**config.mk**
```make
export PLATFORM = sky130hd
export DESIGN_NAME = tlb_flat
export DESIGN_NICKNAME = d
export VERILOG_FILES = /design/src/rtl/tlb_pkg.sv /design/src/rtl/tlb_if.sv /design/src/rtl/tlb_random32.sv /design/src/rtl/tlb.sv /design/src/flat_wrapper.sv
export SDC_FILE = /design/constraint.sdc
export NUM_CORES = 2
export LEC_CHECK = 0
export BUFFER_PORTS_ARGS = -buffer_cell sky130_fd_sc_hd__buf_2
export CORE_ASPECT_RATIO = 0.9
export CORE_UTILIZATION = 50
export DETAILED_ROUTE_END_ITERATION = 16
export PLACE_DENSITY = 0.69
export SLEW_MARGIN = 20
export SYNTH_ARGS = -nofsm -noshare
export SYNTH_HDL_FRONTEND = slang
export SYNTH_HIERARCHICAL = 1
export SYNTH_SLANG_ARGS = --single-unit
```
**constraint.sdc**
```tcl
create_clock -name clk -period 9.5 [get_ports clk]
set_clock_uncertainty 0.1 [all_clocks]
set_input_delay 0.95 -clock clk [delete_from_list [all_inputs] [get_ports clk]]
set_output_delay 0.95 -clock clk [all_outputs]
set_load 0.1 [all_outputs]
```
**src/rtl/tlb_pkg.sv**
```systemverilog
// Shared MMU definitions: EntryLo/EntryHi/PageMask field positions, TLB entry
// types, and the replacement LFSR constants. Package name is mmu_pkg.
package mmu_pkg;

   localparam int LO_PFN_LSB  = 6;
   localparam int LO_PFN_W    = 20;
   localparam int LO_C_LSB    = 3;
   localparam int LO_C_W      = 3;
   localparam int LO_D_BIT    = 2;
   localparam int LO_V_BIT    = 1;
   localparam int LO_G_BIT    = 0;

   localparam int HI_VPN2_LSB = 13;
   localparam int HI_VPN2_W   = 19;
   localparam int HI_ASID_W   = 8;

   localparam int MASK_LSB    = 13;
   localparam int MASK_W      = 12;

   localparam logic [31:0] ENTRYHI_MASK = 32'h1fffe000 | 32'h000000ff;

   localparam logic [31:0] LFSR_TAPS = 32'h80200003;
   localparam logic [31:0] LFSR_SEED = 32'h00000001;

   typedef struct packed {
      logic [LO_PFN_W-1:0] pfn;
      logic [LO_C_W-1:0]   c;
      logic                d;
      logic                v;
   } tlb_lo_t;

   typedef struct packed {
      logic [HI_VPN2_W-1:0] vpn2;
      logic [HI_ASID_W-1:0] asid;
      logic                 g;
      logic [MASK_W-1:0]    mask;
      tlb_lo_t              lo0;
      tlb_lo_t              lo1;
   } tlb_entry_t;

   // G is held once per entry, so the per-half record drops bit 0.
   function automatic tlb_lo_t unpack_lo(input logic [25:1] w);
      tlb_lo_t lo;
      lo.pfn = w[LO_PFN_LSB +: LO_PFN_W];
      lo.c   = w[LO_C_LSB +: LO_C_W];
      lo.d   = w[LO_D_BIT];
      lo.v   = w[LO_V_BIT];
      return lo;
   endfunction

   function automatic logic [31:0] pack_lo(input tlb_lo_t lo, input logic g);
      return {6'b0, lo.pfn, lo.c, lo.d, lo.v, g};
   endfunction

   function automatic logic [3:0] mask_pages(input logic [MASK_W-1:0] m);
      logic [3:0] n;
      n = '0;
      for (int j = 0; j < MASK_W; j++) n = n + {3'b0, m[j]};
      return n;
   endfunction

endpackage

```
**src/rtl/tlb_if.sv**
```systemverilog
// MMU <-> TLB bus: lookup, entry write/read-back and random replacement index.
interface tlb_if;
   logic [31:0] vAddr;
   logic [31:0] pAddr;
   logic [31:0] entryHiIn;
   logic [31:0] entryLo0In;
   logic [31:0] entryLo1In;
   logic [31:0] pageMaskIn;
   logic [31:0] index;
   logic        we;
   logic        re;
   logic        found;
   logic        bitV;
   logic        bitD;
   logic [2:0]  bitC;
   logic [31:0] entryHiOut;
   logic [31:0] entryLo0Out;
   logic [31:0] entryLo1Out;
   logic [31:0] pageMaskOut;
   logic [31:0] matchedIndex;
   logic [31:0] randomOut;
   logic [31:0] randomIndex;

   modport master (
      output vAddr, entryHiIn, entryLo0In, entryLo1In, pageMaskIn, index, we, re,
      input  pAddr, found, bitV, bitD, bitC, entryHiOut, entryLo0Out, entryLo1Out,
             pageMaskOut, matchedIndex, randomOut, randomIndex
   );

   modport slave (
      input  vAddr, entryHiIn, entryLo0In, entryLo1In, pageMaskIn, index, we, re,
      output pAddr, found, bitV, bitD, bitC, entryHiOut, entryLo0Out, entryLo1Out,
             pageMaskOut, matchedIndex, randomOut, randomIndex
   );
endinterface

```
**src/rtl/tlb_random32.sv**
```systemverilog
// Free-running 32-bit Galois LFSR supplying random TLB replacement indices.
module random32
   import mmu_pkg::*;
(
   input  logic        clk,
   input  logic        res,
   output logic [31:0] out
);

   logic [31:0] r_lfsr;

   always_ff @(posedge clk) begin
      if (res) r_lfsr <= LFSR_SEED;
      else     r_lfsr <= {1'b0, r_lfsr[31:1]} ^ (r_lfsr[0] ? LFSR_TAPS : 32'h0);
   end

   assign out = r_lfsr;

endmodule

```
**src/rtl/tlb.sv**
```systemverilog
// Fully associative joint TLB, even/odd page pairs, combinational lookup.
// Optional TLB_DEBUG_DISPLAY_EN traces every entry write and read.
module tlb
   import mmu_pkg::*;
#(
   parameter int ENTRY_ADDR_WIDTH = 4
)(
   input  logic clk,
   input  logic res,
   tlb_if.slave bus
);

   localparam int NUM_ENTRIES = 1 << ENTRY_ADDR_WIDTH;

   tlb_entry_t                  r_entry [NUM_ENTRIES];
   logic [NUM_ENTRIES-1:0]      r_valid;
   logic [31:0]                 r_hiOut, r_lo0Out, r_lo1Out, r_maskOut;

   logic [31:0]                 w_rand;
   logic [ENTRY_ADDR_WIDTH-1:0] w_idx;
   tlb_entry_t                  w_wrEntry;
   logic [NUM_ENTRIES-1:0]      w_match;
   logic [ENTRY_ADDR_WIDTH-1:0] w_hitIdx;
   logic                        w_found;
   logic [MASK_W-1:0]           w_hitMask;
   logic [4:0]                  w_selPos;
   tlb_lo_t                     w_lo;
   logic [31:0]                 w_offMask;
   logic [31:0]                 w_rdHi, w_rdLo0, w_rdLo1, w_rdMask;

   random32 u_rand (.clk(clk), .res(res), .out(w_rand));

   assign w_idx = bus.index[ENTRY_ADDR_WIDTH-1:0];

   always_comb begin
      w_wrEntry      = '0;
      w_wrEntry.vpn2 = bus.entryHiIn[31:13] & ENTRYHI_MASK[31:13];
      w_wrEntry.asid = bus.entryHiIn[7:0] & ENTRYHI_MASK[7:0];
      w_wrEntry.g    = bus.entryLo0In[LO_G_BIT] & bus.entryLo1In[LO_G_BIT];
      w_wrEntry.mask = bus.pageMaskIn[MASK_LSB +: MASK_W];
      w_wrEntry.lo0  = unpack_lo(bus.entryLo0In[25:1]);
      w_wrEntry.lo1  = unpack_lo(bus.entryLo1In[25:1]);
   end

   // Masked VPN2 bits are don't-care in the compare.
   genvar gi;
   generate
      for (gi = 0; gi < NUM_ENTRIES; gi++) begin : g_match
         logic [HI_VPN2_W-1:0] w_cmpMask;
         assign w_cmpMask   = ~{{(HI_VPN2_W-MASK_W){1'b0}}, r_entry[gi].mask};
         assign w_match[gi] = r_valid[gi]
            && ((r_entry[gi].vpn2 & w_cmpMask) == (bus.vAddr[31:13] & w_cmpMask))
            && (r_entry[gi].g || (r_entry[gi].asid == bus.entryHiIn[7:0]));
      end
   endgenerate

   // Scan downward so the lowest matching index is the one left standing.
   always_comb begin
      w_hitIdx = '0;
      for (int i = NUM_ENTRIES-1; i >= 0; i--)
         if (w_match[i]) w_hitIdx = ENTRY_ADDR_WIDTH'(i);
   end

   assign w_found   = |w_match;
   assign w_hitMask = r_entry[w_hitIdx].mask;
   assign w_selPos  = 5'd12 + {1'b0, mask_pages(w_hitMask)};
   assign w_lo      = bus.vAddr[w_selPos] ? r_entry[w_hitIdx].lo1 : r_entry[w_hitIdx].lo0;
   assign w_offMask = {8'b0, w_hitMask, 12'hfff};

   assign bus.found        = w_found;
   assign bus.pAddr        = w_found ? (({w_lo.pfn, 12'b0} & ~w_offMask) | (bus.vAddr & w_offMask))
                                     : bus.vAddr;
   assign bus.bitV         = w_found & w_lo.v;
   assign bus.bitD         = w_found & w_lo.d;
   assign bus.bitC         = w_found ? w_lo.c : 3'b0;
   assign bus.matchedIndex = {{(32-ENTRY_ADDR_WIDTH){1'b0}}, w_hitIdx};
   assign bus.randomOut    = w_rand;
   assign bus.randomIndex  = {{(32-ENTRY_ADDR_WIDTH){1'b0}}, w_rand[ENTRY_ADDR_WIDTH-1:0]};

   assign w_rdHi   = {r_entry[w_idx].vpn2, 5'b0, r_entry[w_idx].asid};
   assign w_rdLo0  = pack_lo(r_entry[w_idx].lo0, r_entry[w_idx].g);
   assign w_rdLo1  = pack_lo(r_entry[w_idx].lo1, r_entry[w_idx].g);
   assign w_rdMask = {7'b0, r_entry[w_idx].mask, 13'b0};

   // Entry payload is not reset; r_valid alone gates lookup.
   always_ff @(posedge clk) begin
      if (!res && bus.we) r_entry[w_idx] <= w_wrEntry;
   end

   always_ff @(posedge clk) begin
      if (res) begin
         r_valid   <= '0;
         r_hiOut   <= '0;
         r_lo0Out  <= '0;
         r_lo1Out  <= '0;
         r_maskOut <= '0;
      end else begin
         if (bus.we) r_valid[w_idx] <= 1'b1;
         if (bus.re) begin
            r_hiOut   <= w_rdHi;
            r_lo0Out  <= w_rdLo0;
            r_lo1Out  <= w_rdLo1;
            r_maskOut <= w_rdMask;
         end
      end
   end

   assign bus.entryHiOut  = r_hiOut;
   assign bus.entryLo0Out = r_lo0Out;
   assign bus.entryLo1Out = r_lo1Out;
   assign bus.pageMaskOut = r_maskOut;

`ifdef TLB_DEBUG_DISPLAY_EN
   always_ff @(posedge clk) begin
      if (!res && bus.we)
         $display("[TLB] write idx=%0d hi=%h lo0=%h lo1=%h mask=%h", w_idx,
                  bus.entryHiIn & ENTRYHI_MASK, bus.entryLo0In, bus.entryLo1In, bus.pageMaskIn);
      if (!res && bus.re)
         $display("[TLB] read idx=%0d hi=%h lo0=%h lo1=%h mask=%h", w_idx,
                  w_rdHi, w_rdLo0, w_rdLo1, w_rdMask);
   end
`else
   // Silent build: no trace output.
`endif

endmodule

```
**src/flat_wrapper.sv**
```systemverilog
// flat-port wrapper written by rule: the top's interface ports become plain ports
module tlb_flat import mmu_pkg::*;
#(
   parameter int ENTRY_ADDR_WIDTH = 4
)
  (clk, res, bus_vAddr, bus_entryHiIn, bus_entryLo0In, bus_entryLo1In, bus_pageMaskIn, bus_index, bus_we, bus_re, bus_pAddr, bus_found, bus_bitV, bus_bitD, bus_bitC, bus_entryHiOut, bus_entryLo0Out, bus_entryLo1Out, bus_pageMaskOut, bus_matchedIndex, bus_randomOut, bus_randomIndex);
  tlb_if bus_i ();
  input  logic clk;
  input  logic res;
  input wire logic [$bits(bus_i.vAddr)-1:0] bus_vAddr;
  input wire logic [$bits(bus_i.entryHiIn)-1:0] bus_entryHiIn;
  input wire logic [$bits(bus_i.entryLo0In)-1:0] bus_entryLo0In;
  input wire logic [$bits(bus_i.entryLo1In)-1:0] bus_entryLo1In;
  input wire logic [$bits(bus_i.pageMaskIn)-1:0] bus_pageMaskIn;
  input wire logic [$bits(bus_i.index)-1:0] bus_index;
  input wire logic [$bits(bus_i.we)-1:0] bus_we;
  input wire logic [$bits(bus_i.re)-1:0] bus_re;
  output wire logic [$bits(bus_i.pAddr)-1:0] bus_pAddr;
  output wire logic [$bits(bus_i.found)-1:0] bus_found;
  output wire logic [$bits(bus_i.bitV)-1:0] bus_bitV;
  output wire logic [$bits(bus_i.bitD)-1:0] bus_bitD;
  output wire logic [$bits(bus_i.bitC)-1:0] bus_bitC;
  output wire logic [$bits(bus_i.entryHiOut)-1:0] bus_entryHiOut;
  output wire logic [$bits(bus_i.entryLo0Out)-1:0] bus_entryLo0Out;
  output wire logic [$bits(bus_i.entryLo1Out)-1:0] bus_entryLo1Out;
  output wire logic [$bits(bus_i.pageMaskOut)-1:0] bus_pageMaskOut;
  output wire logic [$bits(bus_i.matchedIndex)-1:0] bus_matchedIndex;
  output wire logic [$bits(bus_i.randomOut)-1:0] bus_randomOut;
  output wire logic [$bits(bus_i.randomIndex)-1:0] bus_randomIndex;
  assign bus_i.vAddr = bus_vAddr;
  assign bus_i.entryHiIn = bus_entryHiIn;
  assign bus_i.entryLo0In = bus_entryLo0In;
  assign bus_i.entryLo1In = bus_entryLo1In;
  assign bus_i.pageMaskIn = bus_pageMaskIn;
  assign bus_i.index = bus_index;
  assign bus_i.we = bus_we;
  assign bus_i.re = bus_re;
  assign bus_pAddr = bus_i.pAddr;
  assign bus_found = bus_i.found;
  assign bus_bitV = bus_i.bitV;
  assign bus_bitD = bus_i.bitD;
  assign bus_bitC = bus_i.bitC;
  assign bus_entryHiOut = bus_i.entryHiOut;
  assign bus_entryLo0Out = bus_i.entryLo0Out;
  assign bus_entryLo1Out = bus_i.entryLo1Out;
  assign bus_pageMaskOut = bus_i.pageMaskOut;
  assign bus_matchedIndex = bus_i.matchedIndex;
  assign bus_randomOut = bus_i.randomOut;
  assign bus_randomIndex = bus_i.randomIndex;
  tlb #(.ENTRY_ADDR_WIDTH(ENTRY_ADDR_WIDTH)) u_core (.clk(clk), .res(res), .bus(bus_i));
endmodule
```
==> impl_metrics.ini <==
[sta]
final.min_clock_period_ps = 11310
fin_ws_ps = -1809
final.setup.tns_ps = -39180
finalSetupViolations = 25
fmax_mhz = 88.43
rsz0062_at_grt = true
slew_violations = 0
hold_viol_final = 0
finalCritPeriodShare_pct = 119.0
slew_headroom_pct = 18.85
worstMarginPinSlew_ps = 1207

[status]
status = finished with violations
violations = negative setup slack

[synthesis]
netlist_top_cells_area = edfxtp_1 (56%), mux4_2 (14%), mux2i_1 (6.2%), dfxtp_1 (3.6%), xnor2_1 (3.3%)
synth_edf_count = 1392
synth_top_area_cell = edfxtp_1
synth-simple-area-share_pct = 5.705
ys_types = 77
netlist_instances = 4732
synth_adder_area_share_pct = 0.2905
synth_mux_area_share_pct = 21.19
netlist_area_mm2 = 0.07408
avgSynthCellArea_um2 = 15.66
yosys_warnings = 6
synth_xor_area_share_pct = 4.599
synth-seq-cells = 1527
synth_top_family_by_area = multiplexers
synth_top_flop_cell = edfxtp_1
ys_seq_area_share_pct = 60.07
async_reset_ff_share_pct = 0
synth-compound-area-share_pct = 4.721
synth_top_area_share_pct = 56.42

[global_routing]
grt_max_degree = 118
antenna_found_initial = 36
grt_use_total_pct = 35.70
grt_overflow_total = 0
grt_pass1_wl_um = 377600
grt_pass1_vias = 50190

[detailed_routing]
drt_iter0_drc = 7503
num_vias = 51920
ant_nets = 0
wl_per_cell_um = 34.56
vias_per_cell = 6.610
route.final.wire_length_um = 271400
dr.pass1.iters = 9
drc = 0

[cells_and_area]
drive_above_1_share_pct = 36.67
final_nets = 5960
final_cell_mix = edfxtp_1 (1392), buf_4 (814), mux4_2 (455)
mostFrequentLayoutCell = edfxtp_1
areaGrowthSynthToFinish_pct = 22.07
finish.utilization_pct = 61.68
final_cells = 7854

[floorplanning]
die_w_um = 407.7
core_region_area_mm2 = 0.1466
start_util_pct = 50.53
io_pins = 458
die_area_mm2 = 0.1497
die_h_um = 367.2
rows = 133

[critical_path]
crit_required_ps = 8450
critPathLaunchType = primary input
reg2reg_slack_ps = 7220
worstSetupEndpointType = primary output
critPathMaxStageDelay_ps = 520
reg2reg_depth = 5
crit_top_cell = fa_1
slowest_stage = fa_1
critPathArrivalTime_ps = 10260
crit_fanout = 8
path_class = in2out

[hold_path]
hp-class = reg2reg
whs_path_depth = 1

[clock_tree]
cts-root-buf = clkbuf_16
cts_sinks = 1527
clock_latency_ps = 830
cts_made_buffers = 162
hold_buffers = 0
htree_levels = 4
cts_tree = yes
clk_pin_slew_worst_paths_ps = 60
cts_buffer_depth = 3

[pwr]
total_power_mw = 16.10
p_per_area_mw_per_mm2 = 178.0
ir_worst_vdd_v = 0.0001924
p_leak_nw = 33.00

[place]
dp_slack_ps = -2790
place.gp.congestion = 1.045
numPortBuffers = 293
dp_hpwl_um = 184600
dp.cells = 7507

[job]
cap_violations = 0
==> state kept, by name, indices dropped and copies added, names as in the netlist <==
register                cells
u_core/r_valid             16
u_core/r_entry           1392
u_core/u_rand/out          32
u_core/bus.entryHiOut      24
u_core/bus.entryLo0Out     25
u_core/bus.pageMaskOut     12
u_core/bus.entryLo1Out     26
==> layout make-up <==
type,instances,area [um^2]
clock buffers,203,4318
inverters,33,128.9
well taps,1957,2449
fillers,10840,56180
diodes,10,25.02
multi-input cells,2858,28910
clock inverters,97,1049
repair buffers,1169,9050
flip-flops and latches,1527,44500
==> stage by stage <==
step	hold slack, ps	cell area, um^2
final	352.0	90430
after CTS	350.8	89670
after global routing	356.7	90420
after floorplan	326.8	74870
after detailed placement	340.0	83530
after global placement	332.9	83450
==> routing by layer <==
metal,track usage (%),up-vias,part of all wire (%)
met5,0,-,0.068
met4,14.07,28,4.3
met3,11.42,650,14
met2,53.02,4046,44
met1,48.92,26440,38
li1,-,20750,-
==> path summary, 6_finish.rpt <==
check	from	end
setup / recovery	bus_vAddr[15]	bus_pAddr[16]
hold / removal	u_core/r_valid[2]	u_core/r_valid[2]
hold reg to reg	u_core/r_valid[2]	u_core/r_valid[2]
setup reg to reg	u_core/r_entry[5][51]	u_core/bus.pageMaskOut[14]
==> timing repair <==
action	4_1_cts	5_1_grt
resized for setup	121	93
gates cloned	0	2
setup buffers	19	17
setup endpoints to repair	25	25
pin swaps	42	32
==> critical path: cells and delay by family <==
family          cells  cell delay [ps]
compound gates      5             1190
simple gates        6             1180
mux                 8             2180
fa+ha+maj           6             2620
xor+xnor            1              120
buf+inv            13             1950
==> power by group <==
group,total (mW),leakage [nW],internal (mW),switching (mW)
combinational,2.17,16.7,0.745,1.43
clock,6.42,2.62,3.69,2.74
sequential,7.50,13.6,7.44,0.0622
==> synthesized netlist by cell type, types with 20 or more instances <==
| master | number |
|---|---|
| edfxtp_1 | 1392 |
| mux2i_1 | 459 |
| mux4_2 | 455 |
| nand2_1 | 314 |
| xnor2_1 | 278 |
| nor2_1 | 221 |
| buf_4 | 156 |
| dfxtp_1 | 135 |
| o22ai_1 | 126 |
| clkbuf_1 | 118 |
| xor2_1 | 111 |
| mux2_2 | 76 |
| nor4_1 | 71 |
| nand3_1 | 61 |
| nand4_1 | 59 |
| buf_2 | 58 |
| buf_1 | 50 |
| nor3_1 | 50 |
| o211ai_1 | 47 |
| a211oi_1 | 44 |
| nor2b_1 | 33 |
| inv_1 | 31 |
| a21oi_1 | 30 |
| a32oi_1 | 28 |
| buf_6 | 24 |
| a21o_1 | 23 |
| and3_1 | 22 |
| a22oi_1 | 21 |
| o21ai_0 | 20 |
==> logic make-up after synthesis <==
kind of cell / after synthesis
flops: 1527
mux: 990
simple gates: 894
compound gates: 476
buf+inv: 442
xor+xnor: 389
fa+ha+maj: 13
other cells: 1
(Power assumes the default switching activity.)
